--- config.mk ---
export PLATFORM = sky130hd
export DESIGN_NAME = regfile_write_arbiter
export DESIGN_NICKNAME = d
export VERILOG_FILES = /design/src/rtl/regfile_write_arbiter.sv
export SDC_FILE = /design/constraint.sdc
export NUM_CORES = 1
export LEC_CHECK = 0
export BUFFER_PORTS_ARGS = -buffer_cell sky130_fd_sc_hd__buf_2
export CAP_MARGIN = 20
export CORE_MARGIN = 2
export CORE_UTILIZATION = 49
export DETAILED_ROUTE_END_ITERATION = 12
export PLACE_DENSITY_LB_ADDON = 0.15
export RECOVER_POWER = 100
export SYNTH_ARGS = -nofsm -noshare
export SYNTH_HDL_FRONTEND = slang
export SYNTH_SLANG_ARGS = --single-unit
--- constraint.sdc ---
create_clock -name clk -period 6 [get_ports clk]
set_clock_uncertainty 0.15 [all_clocks]
set_input_delay 0.3 -clock clk [delete_from_list [all_inputs] [get_ports clk]]
set_output_delay 0.3 -clock clk [all_outputs]
set_load 0.05 [all_outputs]
--- src/rtl/regfile_write_arbiter.sv ---
`timescale 1ns/1ps
`default_nettype none
// ============================================================================
// Module   : regfile_write_arbiter
// Purpose  : Round-robin arbiter owning the register-file write port through a
//            registered stage. Optional post-reset clear sweep of regs 1..31
//            compiled in with REGFILE_ARB_CLEAR_EN.
// Revision : 1.0  initial release
// ============================================================================
module regfile_write_arbiter #(
    parameter int NREQ   = 3,
    parameter int DATA_W = 32,
    parameter int ADDR_W = 5
) (
    input  logic                   clk,
    input  logic                   rst_n,
    input  logic [NREQ-1:0]        req_valid,
    input  logic [NREQ*ADDR_W-1:0] req_addr,
    input  logic [NREQ*DATA_W-1:0] req_data,
    output logic [NREQ-1:0]        req_ready,
    output logic                   rf_reg_write,
    output logic [ADDR_W-1:0]      rf_write_addr,
    output logic [DATA_W-1:0]      rf_write_data,
    output logic [1:0]             grant_id,
    output logic                   busy
);

    localparam logic [1:0] c_LAST_RST = 2'(NREQ - 1);

    logic [ADDR_W-1:0] w_addr [NREQ];
    logic [DATA_W-1:0] w_data [NREQ];

    generate
        for (genvar gi = 0; gi < NREQ; gi++) begin : g_unpack
            assign w_addr[gi] = req_addr[gi*ADDR_W +: ADDR_W];
            assign w_data[gi] = req_data[gi*DATA_W +: DATA_W];
        end
    endgenerate

    logic              w_run;
    logic              w_clearing;
    logic [ADDR_W-1:0] w_clr_addr;

`ifdef REGFILE_ARB_CLEAR_EN
    typedef enum logic [0:0] {
        ST_CLEAR = 1'b0,
        ST_RUN   = 1'b1
    } state_t;

    localparam logic [ADDR_W-1:0] c_CLR_LAST = ADDR_W'(31);

    state_t            r_state;
    state_t            w_state_nxt;
    logic [ADDR_W-1:0] r_clr_cnt;
    logic [ADDR_W-1:0] w_clr_cnt_nxt;

    always_ff @(posedge clk or negedge rst_n) begin
        if (!rst_n) begin
            r_state   <= ST_CLEAR;
            r_clr_cnt <= ADDR_W'(1);
        end else begin
            r_state   <= w_state_nxt;
            r_clr_cnt <= w_clr_cnt_nxt;
        end
    end

    always_comb begin
        w_state_nxt   = r_state;
        w_clr_cnt_nxt = r_clr_cnt;
        w_clearing    = 1'b0;
        w_run         = 1'b0;
        case (r_state)
            ST_CLEAR: begin
                w_clearing    = 1'b1;
                w_clr_cnt_nxt = r_clr_cnt + ADDR_W'(1);
                if (r_clr_cnt == c_CLR_LAST) begin
                    w_state_nxt = ST_RUN;
                end
            end
            default: begin
                w_run = 1'b1;
            end
        endcase
    end

    assign w_clr_addr = r_clr_cnt;
    assign busy       = ~w_run;
`else
    assign w_run      = 1'b1;
    assign w_clearing = 1'b0;
    assign w_clr_addr = '0;
    assign busy       = 1'b0;
`endif

    // Round-robin search starting just after the last accepted requester.
    logic [1:0]      r_last;
    logic [NREQ-1:0] w_grant;
    logic [1:0]      w_gnt_idx;
    logic [1:0]      w_idx;
    logic            w_found;
    int              w_sum;

    always_comb begin
        w_grant   = '0;
        w_gnt_idx = '0;
        w_idx     = '0;
        w_found   = 1'b0;
        w_sum     = 0;
        for (int k = 1; k <= NREQ; k++) begin
            w_sum = int'(r_last) + k;
            w_idx = (w_sum >= NREQ) ? 2'(w_sum - NREQ) : 2'(w_sum);
            if (!w_found && req_valid[w_idx]) begin
                w_found        = 1'b1;
                w_grant[w_idx] = 1'b1;
                w_gnt_idx      = w_idx;
            end
        end
    end

    assign req_ready = (rst_n && w_run) ? w_grant : '0;

    logic w_accept;
    assign w_accept = |(req_valid & req_ready);

    always_ff @(posedge clk or negedge rst_n) begin
        if (!rst_n) begin
            rf_reg_write  <= 1'b0;
            rf_write_addr <= '0;
            rf_write_data <= '0;
            grant_id      <= '0;
            r_last        <= c_LAST_RST;
        end else if (w_clearing) begin
            rf_reg_write  <= 1'b1;
            rf_write_addr <= w_clr_addr;
            rf_write_data <= '0;
        end else if (w_accept) begin
            // A write to $zero completes the handshake but never reaches the file.
            rf_reg_write  <= (w_addr[w_gnt_idx] != '0);
            rf_write_addr <= w_addr[w_gnt_idx];
            rf_write_data <= w_data[w_gnt_idx];
            grant_id      <= w_gnt_idx;
            r_last        <= w_gnt_idx;
        end else begin
            rf_reg_write  <= 1'b0;
        end
    end

endmodule
`default_nettype wire

# Yosys cells after proc, flatten, opt, wreduce, memory -nomap -nowiden
# Index checks and enable logic that the tools add are counted.
dict set report word_totals {
  register_bits 42
}
dict set report op_classes {
  addsub 6
  n_lt_le_gt_ge 10
  muxes 31
  bitwise 4
  n_reduce_logical 9
}
# cell count
set ops {}
lappend ops {{32-bit binary-select mux with 2-bit select} 1}
lappend ops {{32-bit 2-to-1 mux} 2}
lappend ops {{2-bit 2-to-1 mux} 6}
lappend ops {{3-bit 2-to-1 mux} 4}
lappend ops {{5-bit binary-select mux with 2-bit select} 1}
lappend ops {{5-bit 2-to-1 mux} 2}
lappend ops {{3-bit by 2-bit greater-or-equal comparator with 1-bit output, second input constant} 3}
lappend ops {{2-bit by 3-bit < comparator with 1-bit output, second input constant} 3}
lappend ops {{1-bit 2-to-1 mux} 9}
lappend ops {{2-bit by 2-bit adder with 3-bit output, second input constant} 2}
lappend ops {{1-bit binary-select mux with 2-bit select} 3}
lappend ops {{1-bit demux with 2-bit select} 3}
lappend ops {{2-bit by 1-bit greater-or-equal comparator with 1-bit output, second input constant} 3}
lappend ops {{3-bit OR} 2}
lappend ops {{2-bit subtractor, second input constant} 3}
lappend ops {{1-bit logical AND} 5}
lappend ops {{5-bit nonzero test} 1}
lappend ops {{2-bit by 1-bit adder with 3-bit output, second input constant} 1}
lappend ops {{3-bit AND} 1}
lappend ops {{3-bit greater-or-equal comparator, second input constant} 1}
lappend ops {{2-bit NOT with 3-bit output} 1}
lappend ops {{3-bit OR reduction} 1}
lappend ops {{1-bit logical NOT} 2}

# Logic depth before layout (Yosys ltp)
# Gate-level depths: netlist of run 1.
dict set report logic_depth {
  word_depth 18
  ltp_mapped 12
  mapped_depth_nobuf 9
}

# Worst setup path after synthesis of run 1
# No wires, ideal clock.
dict set report synth_timing {
  kind {reg2reg}
  from {register r_last[1]}
  to {register grant_id[1]}
  arrival_ps 3512
  path_slack_ps 2213
  stages_incl_launch_ff 12
  n_path_buf 2
  cell_sequence {dfstp_2 -> inv_1 -> ha_1 -> buf_2 -> mux2i_1 -> o21a_1 -> nor2b_1 -> nand2_1 -> a21boi_1 -> a221o_2 -> buf_6 -> mux2_4}
}
dict set report synth_via {
  elab_chain_len 15
}
# element line
set synth_rtl {}
lappend synth_rtl {{start: declaration} 96} ;# logic [1:0] r_last;
lappend synth_rtl {{start signal: assignment} 131} ;# r_last <= c_LAST_RST;
lappend synth_rtl {{start signal: assignment} 142} ;# r_last <= w_gnt_idx;
lappend synth_rtl {{2-bit by 1-bit adder with 3-bit output} 110} ;# w_sum = int'(r_last) + k;
lappend synth_rtl {{3-bit by 2-bit greater-or-equal comparator with 1-bit output or 2-bit subtractor (tied branches)} 111} ;# w_idx = (w_sum >= NREQ) ? 2'(w_sum - NREQ) : 2'(w_sum);
lappend synth_rtl {{2-bit 2-to-1 mux} 111}
lappend synth_rtl {{2-bit by 3-bit < comparator with 1-bit output (implied by the code), or another cell as far along} 114} ;# w_grant[w_idx] = 1'b1;
lappend synth_rtl {{1-bit logical AND (implied by the code) or 1-bit 2-to-1 mux (tied branches)} {114, 112}}
lappend synth_rtl {{1-bit 2-to-1 mux, on equally long branches} {114, 112}}
lappend synth_rtl {{1-bit demux with 2-bit select or 1-bit logical NOT (tied branches)} {114, 112}}
lappend synth_rtl {{3-bit 2-to-1 mux or 1-bit logical AND (tied branches)} 112} ;# if (!w_found && req_valid[w_idx]) begin
lappend synth_rtl {{3-bit OR (no line) or 1-bit 2-to-1 mux (tied branches)} --}
lappend synth_rtl {{3-bit 2-to-1 mux or 1-bit logical NOT (tied branches)} 112}
lappend synth_rtl {{3-bit OR (no line) or 1-bit logical AND (tied branches)} --}
lappend synth_rtl {{3-bit 2-to-1 mux (*)} 112}
lappend synth_rtl {{3-bit 2-to-1 mux (*)} 120} ;# assign req_ready = (rst_n && w_run) ? w_grant : '0;
lappend synth_rtl {{net req_ready[2]} 20} ;# output logic [NREQ-1:0] req_ready,
lappend synth_rtl {{3-bit AND (*)} 123} ;# assign w_accept = |(req_valid & req_ready);
lappend synth_rtl {{3-bit OR reduction (*)} 123}
lappend synth_rtl {{end signal: assignment} 141} ;# grant_id <= w_gnt_idx;
lappend synth_rtl {{end: declaration} 24} ;# output logic [1:0] grant_id,
# Mark *: on every way through the listed nets, which the timed path passes. The rest lies on a longest branch. The select of a mux whose other input is x is not followed.
# A chain may end at the register's enable or synchronous reset.

# Worst setup path in the final report of run 1
dict set report layout_timing {
  from {input port rst_n}
  to {register rf_write_data[18]}
}
dict set report layout_via {
  elab_chain_len 3
}
# element line
set layout_rtl {}
lappend layout_rtl {{start: declaration} 16} ;# input logic rst_n,
lappend layout_rtl {{3-bit 2-to-1 mux} 120}
lappend layout_rtl {{3-bit AND} 123}
lappend layout_rtl {{3-bit OR reduction} 123}
lappend layout_rtl {{end signal: assignment} 140} ;# rf_write_data <= w_data[w_gnt_idx];
lappend layout_rtl {{end: declaration} 23} ;# output logic [DATA_W-1:0] rf_write_data,
# No other way between the ends.

==> flow_summary.toml, run 1 <==
[status]
status = "finished, violations left"
failed_checks = "max-capacitance violations, max-slew violations"

[timing]
rsz0062_at_grt = "no"
final-setup-viol-count = 0
report.final.slew_viol_count = 46
finalCritPeriodShare = 0.686
worstMarginPinSlew_ns = 2.20
setup_tns_ns = 0
finalHoldViolations = 0
min_period_ns = 4.12
max_freq_mhz = 243
relSlewSlack = -0.469

[worst_setup_path]
cp_data_required_time_ns = 6.03
reg2reg_to = "rf_write_data[7]"
startpoint_type = "primary input"
path_class = "in2reg"
reg2reg_from = "grant_id[0]"
worst_ep_arrival_time_ns = 4.14
slowest_stage = "clkbuf_1"
cp_slowest_stage_delay_ns = 1.56
ff2ff_setup_slack_ns = 2.12
ff2ff_path_depth = 10
end_kind = "register"
cp_max_fo = 45
path_cells = "dlygate4sd3_1 -> buf_2 -> clkbuf_1 -> o21ai_0 -> a21oi_1 -> a221o_2 -> buf_4 -> mux2_2"

[pwr]
power_density_nw_per_um2 = 597
ir_drop_mv = 0.368
total_leakage_power_nw = 1.83
finalPower_mw = 2.18

[yosys]
yosysSeqAreaShare = 0.350
ys_ff_latch = 41
yosys_warnings = 0
syn-num-nets = 403
synth.distinct_cells = 43
synthXorXnorAreaFrac = 0
yosysTopAreaCell = "dfrtp_1"
synthSimpleGateAreaFrac = 0.107
synthMuxAreaShare = 0.326
syn_inst = 281
synth_top_area_share = 0.341
synth_area_per_cell_um2 = 10.4
synth_compound_area_frac = 0.137
synthAdderAreaFrac = 0.0256
syn_area_um2 = 2930
synth.top_cells.by_area = "dfrtp_1 (34%), mux2_4 (18%), mux2i_1 (14%)"
synth_top_family_by_area = "multiplexers"

[cells_and_area]
final_area_um2 = 3650
utilization = 0.623
layout-drive-gt1-share = 0.325
syn_to_final_growth_pct = 24.4
antennaDiodeCount = 0
nets = 552

[route]
drt_first_pass_iters = 4
drc = 0
drtAntennaViolNets = 0
num_vias = 2591
drt_wl_total_um = 7010
vias_per_cell = 5.12
drt_iter0_drc = 67
wl_per_cell_um = 13.8

[hold_path]
holdPathEnd = "rf_write_data[19]"
hold_path_class = "in2reg"
min_path_cells = 4
hp-start = "req_data[83]"

[placement]
hpwlAfterDp_um = 5330
place_area_um2 = 3740
gp_congestion = 0.893
numPortBuffers = 158

[global_routing]
antenna_found_initial = 0
grt_pass1_vias = 2340
grt_pass1_wl_um = 10800
gr-total-overflow = 0
grt_usage = 0.212
grt_start_max_net_pins = 73

[clock_network]
htreeDepth = 2
ctsResizeCount = 0
clock_path_buffers = 2
cts_sinks = 41
clkTransAtPathRegs_ns = 0.08
cts_setup_buffers = 0
clock-root-buffer = "clkbuf_8"
ctsHoldBuffers = 1
clock_latency_ns = 0.28
cts_tree = "built"
numCtsBuffers = 5

[floorplanning]
start_util = 0.501
coreArea_um2 = 5850
die_x_um = 81.4
io_pins = 160
die_h_um = 81.4
fp.dieArea_um2 = 6620
row_count = 28

[flow_run]
maxCapViolCount = 1
[final cells by class]
type | instances | area, µm²
timing repair buffer | 164 | 782
sequential | 41 | 1030
clock buffer | 5 | 68.8
multi-input combinational | 212 | 1640
tap | 75 | 93.8
clock inverter | 3 | 17.5
inverter | 6 | 22.5
fill | 565 | 2200
[through the flow]
stage / worst slack, ns / cells / hold slack [ns]
floorplan: 2.21 / 281 / -0.146
global placement: 2.15 / 497 / 0.252
detailed placement: 2.11 / 497 / 0.255
CTS: 2.10 / 506 / 0.180
global route: 1.28 / 506 / 0.176
finish: 1.88 / 506 / 0.169
[synthesized netlist by cell type (all sizes together)]
master,n
a22oi,1
and3,1
o41ai,1
nor2,3
a21oi,4
clkbuf,8
nor4,1
nor2b,4
o22a,1
o21ai,40
o41a,1
o221ai,1
o221a,1
and4bb,2
nand3,4
o21a,3
a211o,1
buf,14
a221o,4
conb,1
and2,1
dfstp,1
mux2i,42
a21boi,2
or3,2
ha,6
a221oi,1
nand2,41
and4b,1
mux2,36
inv,6
o22ai,2
dfrtp,40
nor3,2
and3b,1
nor3b,1
[worst max path at each step]
stage                         start                end  slack, ns  cells past startpoint
after floorplan           r_last[1]        grant_id[1]       2.21                     11
after global placement    r_last[1]   rf_write_data[2]       2.15                     10
after detailed placement  r_last[1]   rf_write_data[8]       2.11                     10
after CTS                 r_last[1]   rf_write_data[1]       2.10                     10
after global routing          rst_n  rf_write_data[18]       1.28                      8
final                         rst_n  rf_write_data[18]       1.88                      8
[cell usage in the layout, fill, tap and decap left out, types with 4 or more instances in the layout]
cell type  count
a21oi_1        4
buf_2        116
buf_4          4
clkbuf_1      43
clkbuf_8       5
dfrtp_1       40
ha_1           6
inv_1          6
mux2_1        35
mux2i_1       42
nand2_1       41
nand3_1        4
nor2b_1        4
o21ai_0       39
[power breakdown]
part / total (mW) / switching (mW) / internal, mW / leakage [nW]
logic: 1.51 / 1.04 / 0.462 / 1.29
clock network: 0.174 / 0.0941 / 0.0803 / 0.0439
registers: 0.497 / 0.0755 / 0.422 / 0.492
[sequential cells by signal, summed over array words and instances, names as in the netlist]
| register | flops |
|---|---|
| grant_id | 2 |
| r_last | 1 |
| rf_reg_write | 1 |
| rf_write_addr | 5 |
| rf_write_data | 32 |
[kinds of logic after synthesis]
group,after synthesis
flip-flops,41
AND/OR/NAND/NOR,64
multiplexers,78
buffers and inverters,28
AO/OA/AOI/OAI,63
other,1
adder cells (fa/ha/maj),6
[worst max-delay path, delay by kind of cell]
family | cells | cell delay [ns]
muxes | 1 | 0.40
AOI/OAI and AO/OA | 3 | 0.78
buffers and inverters | 4 | 2.61
[routing by layer]
metal	vias up	GRT usage	part of all wire
met5	-	0	0
met4	0	0.0644	0.0051
met3	2	0.0411	0.063
met2	95	0.359	0.50
met1	1185	0.274	0.44
li1	1309	-	-
Note: power is estimated with default switching activity, not from simulation.
==> inputs of run 2 (changes only) <==
--- a/config.mk
+++ b/config.mk
@@ -5,10 +5,11 @@
 export SDC_FILE = /design/constraint.sdc
 export NUM_CORES = 1
 export LEC_CHECK = 0
+export ABC_AREA = 1
 export BUFFER_PORTS_ARGS = -buffer_cell sky130_fd_sc_hd__buf_2
 export CAP_MARGIN = 20
 export CORE_MARGIN = 2
-export CORE_UTILIZATION = 49
+export CORE_UTILIZATION = 40
 export DETAILED_ROUTE_END_ITERATION = 12
 export PLACE_DENSITY_LB_ADDON = 0.15
 export RECOVER_POWER = 100
==> constraint.sdc (replaced) <==
create_clock -name clk -period 3.52 [get_ports clk]
set_clock_uncertainty 0.15 [all_clocks]
set_input_delay 0.176 -clock clk [delete_from_list [all_inputs] [get_ports clk]]
set_output_delay 0.176 -clock clk [all_outputs]
set_load 0.05 [all_outputs]
==> flow_summary.toml, run 2 <==
[route]
drc = 0
drtAntennaViolNets = 0
drt_first_pass_iters = 4
vias_per_cell = 4.95
drt_wl_total_um = 8280
wl_per_cell_um = 12.9
drt_iter0_drc = 116
num_vias = 3168

[status]
failed_checks = "max-capacitance violations, max-slew violations"
status = "finished, violations left"

[timing]
finalHoldViolations = 0
rsz0062_at_grt = "no"
report.final.slew_viol_count = 42
max_freq_mhz = 324
setup_tns_ns = 0
finalCritPeriodShare = 0.877
relSlewSlack = -0.396
min_period_ns = 3.09
final-setup-viol-count = 0
worstMarginPinSlew_ns = 2.09

[worst_setup_path]
path_cells = "inv_1 -> ha_1 -> inv_2 -> nand2_1 -> nand3_2 -> nand2_2 -> nand2_2 -> nor2_4 -> nand2_1 -> a21oi_1 -> clkbuf_1"
reg2reg_to = "rf_write_data[6]"
cp_data_required_time_ns = 3.19
ff2ff_path_depth = 14
path_class = "reg2out"
endpoint = "req_ready[0]"
ff2ff_setup_slack_ns = 0.44
reg2reg_from = "grant_id[0]"
end_kind = "output port"
slowest_stage = "clkbuf_1"
worst_ep_arrival_time_ns = 2.76
cp_slowest_stage_delay_ns = 0.54
cp_max_fo = 8
crit_start = "grant_id[0]"
startpoint_type = "register"

[hold_path]
hp-start = "req_data[73]"
hold_path_class = "in2reg"

[yosys]
syn-num-nets = 530
synth.top_cells.by_area = "dfrtp_1 (36%), nand2_1 (21%), o21ai_0 (6.8%)"
yosys_warnings = 0
synth-edff-count = 0
synth_top_area_share = 0.360
yosysTopAreaCell = "dfrtp_1"
synth.distinct_cells = 31
syn_inst = 408
syn_area_um2 = 2780
synthArstFlopShare = 1.00
ys_ff_latch = 41
yosys-top-cells-count = "nand2_1 (154), dfrtp_1 (40), nor2_1 (40)"
yosysSeqAreaShare = 0.369
yosysMostFrequentCell = "nand2_1"
synth_area_per_cell_um2 = 6.82
synth-main-ff-cell = "dfrtp_1"

[global_routing]
gr-total-overflow = 0
grt_pass1_wl_um = 13500
grt_pass1_vias = 3002
antenna_found_initial = 0
grt_start_max_net_pins = 45
grt_usage = 0.222

[cells_and_area]
nets = 681
multi_input_area_um2 = 1520
final_cell_mix = "nand2_1 (155), buf_2 (114), o21ai_0 (50), clkbuf_1 (45)"
antennaDiodeCount = 0
top_register = "rf_write_data"
largest_reg_flops = 32
reg_top3 = "rf_write_data x32, rf_write_addr x5, grant_id x2"
fillers = 748
layout-drive-gt1-share = 0.257
syn_to_final_growth_pct = 31.2
final_common_cell = "nand2_1"
seqCellArea_um2 = 1030

[clock_network]
htreeDepth = 2
ctsResizeCount = 0
clkTransAtPathRegs_ns = 0.08
clock-root-buffer = "clkbuf_8"
numCtsBuffers = 5
clock_latency_ns = 0.29
cts_sinks = 41
clock_path_buffers = 2
cts_tree = "built"

[floorplanning]
die_h_um = 87.4
fp.dieArea_um2 = 7640
start_util = 0.412
die_x_um = 87.4
coreArea_um2 = 6760
io_pins = 160
row_count = 30

[flow_run]
maxCapViolCount = 1

[placement]
numPortBuffers = 158
gp_congestion = 0.896
hpwlAfterDp_um = 6420
==> run 2: stage by stage <==
stage / hold slack [ns] / setup slack [ns] / instances / instance area [µm²] / utilization
after floorplan: -0.270 / 0.251 / 408 / 2780 / -
after global placement: 0.141 / 0.537 / 631 / 3600 / 0.533
after detailed placement: 0.150 / 0.464 / 631 / 3600 / 0.533
after CTS: 0.0230 / 0.440 / 640 / 3730 / 0.552
after global routing: 0.0454 / 0.0853 / 640 / 3650 / 0.541
final: 0.0356 / 0.434 / 640 / 3650 / 0.541
==> run 2: worst min path at each step <==
stage                       endpoint  slack [ns]  depth (start not counted)
finish              rf_write_data[9]        0.04                          4
global route        rf_write_data[5]        0.05                          4
CTS                 rf_write_data[9]        0.02                          4
detailed placement  rf_write_addr[0]        0.15                          2
global placement    rf_write_addr[0]        0.14                          2
floorplan                grant_id[0]       -0.27                          0
==> run 2: what timing repair did <==
item | in CTS | in global routing
hold endpoints to repair | 40 | 0
buffers inserted | 0 | 0
hold buffers | 1 | 0
==> run 2: kinds of logic (layout without fill, tap and decap cells) <==
logic type,Yosys count,after routing,synth area share
simple gates,240,240,0.354
buf+inv,44,196,0.0814
flops,41,41,0.369
other cells,1,1,0.00135
compound gates,76,76,0.167
fa+ha+maj,6,6,0.0270
==> run 2: routing by layer <==
metal / global-route usage / wire [µm]
met5: 0 / 0
met4: 0.0699 / 133
met3: 0.0474 / 605
met2: 0.396 / 4020
met1: 0.265 / 3520
==> run 2: area by class of cell <==
type                            instances  share of cell area
Clock buffer                            6              0.0226
Tap cell                               80              0.0274
Inverter                               19              0.0202
Clock inverter                          2              0.0103
Sequential cell                        41               0.281
Multi-Input combinational cell        323               0.415
Timing Repair Buffer                  169               0.223
==> run 2: worst max-delay path, delay by kind of cell (launching register included) <==
kind                       cells  cell delay, ns
AOI/OAI and AO/OA              1            0.18
adders and majority gates      1            0.46
buffers and inverters          3            0.83
DFF                            1            0.46
and+or+nand+nor                6            0.54
Power of run 2 is left out: the tool's default activity adds up to more than one toggle a clock period on the data nets, which glitch-free logic cannot reach.
==> inputs of run 3 (changes only) <==
--- a/config.mk
+++ b/config.mk
@@ -6,7 +6,7 @@
 export NUM_CORES = 1
 export LEC_CHECK = 0
 export ABC_AREA = 1
-export BUFFER_PORTS_ARGS = -buffer_cell sky130_fd_sc_hd__buf_2
+export BUFFER_PORTS_ARGS = -buffer_cell sky130_fd_sc_hd__clkbuf_2
 export CAP_MARGIN = 20
 export CORE_MARGIN = 2
 export CORE_UTILIZATION = 40
==> flow_summary.toml, run 3 (synthesis gave the netlist of run 2 again) <==
[status]
status = "finished, violations left"
failed_checks = "max-capacitance violations, max-slew violations"

[cells_and_area]
reg_top3 = "rf_write_data x32, rf_write_addr x5, grant_id x2"
antennaDiodeCount = 0
top_register = "rf_write_data"
final_common_cell = "nand2_1"
nets = 680
final_cell_mix = "nand2_1 (155), clkbuf_2 (115), o21ai_0 (49), clkbuf_1 (45)"
fillers = 727
layout-drive-gt1-share = 0.251
largest_reg_flops = 32
syn_to_final_growth_pct = 29.6

[worst_setup_path]
crit_buf_inv = 3
ff2ff_path_depth = 14
cp_data_required_time_ns = 3.19
end_kind = "output port"
cp_slowest_stage_delay_ns = 0.50
crit_family = "buffers and inverters"
reg2reg_to = "rf_write_data[6]"
cp_max_fo = 8
reg2reg_from = "grant_id[0]"
ff2ff_setup_slack_ns = 0.40
path_cells = "inv_1 -> ha_1 -> inv_1 -> nand2_1 -> nand3_1 -> nand2_2 -> nand2_2 -> nor2_4 -> nand2_1 -> a21oi_1 -> clkbuf_1"
slowest_stage = "clkbuf_1"
startpoint_type = "register"
worst_ep_arrival_time_ns = 2.81
path_class = "reg2out"

[global_routing]
grt_pass1_wl_um = 13500
grt_pass1_vias = 3007
grt_usage = 0.223
gr-total-overflow = 0
grt_start_max_net_pins = 45
antenna_found_initial = 0

[timing]
rsz0062_at_grt = "no"
finalCritPeriodShare = 0.890
min_period_ns = 3.13
finalHoldViolations = 0
relSlewSlack = -0.458
max_freq_mhz = 319
final-setup-viol-count = 0
setup_tns_ns = 0
report.final.slew_viol_count = 42
worstMarginPinSlew_ns = 2.19

[route]
drtAntennaViolNets = 0
vias_per_cell = 5.04
drt_iter0_drc = 114
wl_per_cell_um = 13.4
drt_wl_total_um = 8540
drc = 0
num_vias = 3214
drt_first_pass_iters = 4

[clock_network]
numCtsBuffers = 5
clock-root-buffer = "clkbuf_8"
cts_sinks = 41
clkTransAtPathRegs_ns = 0.08
clock_latency_ns = 0.29
htreeDepth = 2
ctsResizeCount = 0
cts_tree = "built"
clock_path_buffers = 2

[floorplanning]
coreArea_um2 = 6760
start_util = 0.412
fp.dieArea_um2 = 7640
row_count = 30
die_x_um = 87.4
io_pins = 160
die_h_um = 87.4

[hold_path]
hold_path_class = "in2reg"
holdPathEnd = "rf_write_data[13]"
min_path_cells = 4
hp-start = "req_data[77]"

[placement]
gp_congestion = 0.887
numPortBuffers = 158
hpwlAfterDp_um = 6300

[flow_run]
maxCapViolCount = 1
## run 3: area by class of cell
cell class	count	area [µm²]	share of cell area
clock inverter	1	7.51	0.00208
tap	80	100	0.0277
multi-input combinational	323	1510	0.419
timing repair buffer	168	807	0.224
inverter	19	71.3	0.0198
clock buffer	6	82.6	0.0229
sequential	41	1030	0.285
## run 3: metrics by stage
stage	utilization	worst slack [ns]	hold WS, ns	instance area, µm²	instances
after floorplan	-	0.251	-0.270	2780	408
after global placement	0.532	0.598	0.164	3590	630
after detailed placement	0.532	0.533	0.176	3590	630
after CTS	0.547	0.505	0.0252	3690	638
after global routing	0.534	0.106	0.0300	3610	638
final	0.534	0.387	0.0352	3610	638
## run 3: worst reg2reg max path: stages (launching register included)
cell and delay [ns]:
dfrtp_1 0.45, inv_1 0.18, ha_1 0.45, inv_1 0.15, nand2_1 0.09, nand3_1 0.08, nand2_2 0.12, nand4_1 0.09
nand2_1 0.10, clkinv_1 0.46, buf_4 0.39, o21ai_0 0.08, o21ai_0 0.09, nand2_1 0.07, nand2_1 0.07
## run 3: repair_timing
item                      4_1_cts  5_1_grt
buffers inserted                0        0
hold buffers                    1        0
hold endpoints to repair       40        0
## run 3: worst max path at each step
stage,slack [ns],depth (start not counted),start,end
after CTS,0.51,14,grant_id[0],rf_write_data[27]
after global routing,0.11,14,grant_id[0],rf_write_data[15]
final,0.39,11,grant_id[0],req_ready[0]
after floorplan,0.25,16,r_last[1],rf_write_addr[3]
after global placement,0.60,14,grant_id[0],rf_write_data[22]
after detailed placement,0.53,14,grant_id[0],rf_write_data[22]
## run 3: routing by layer
layer	track usage	vias up	wire, µm
li1	-	1615	-
met1	0.274	1417	3600
met2	0.373	160	3890
met3	0.0578	22	808
met4	0.0853	0	236
met5	0	-	0
Power of run 3 is left out for the same reason.
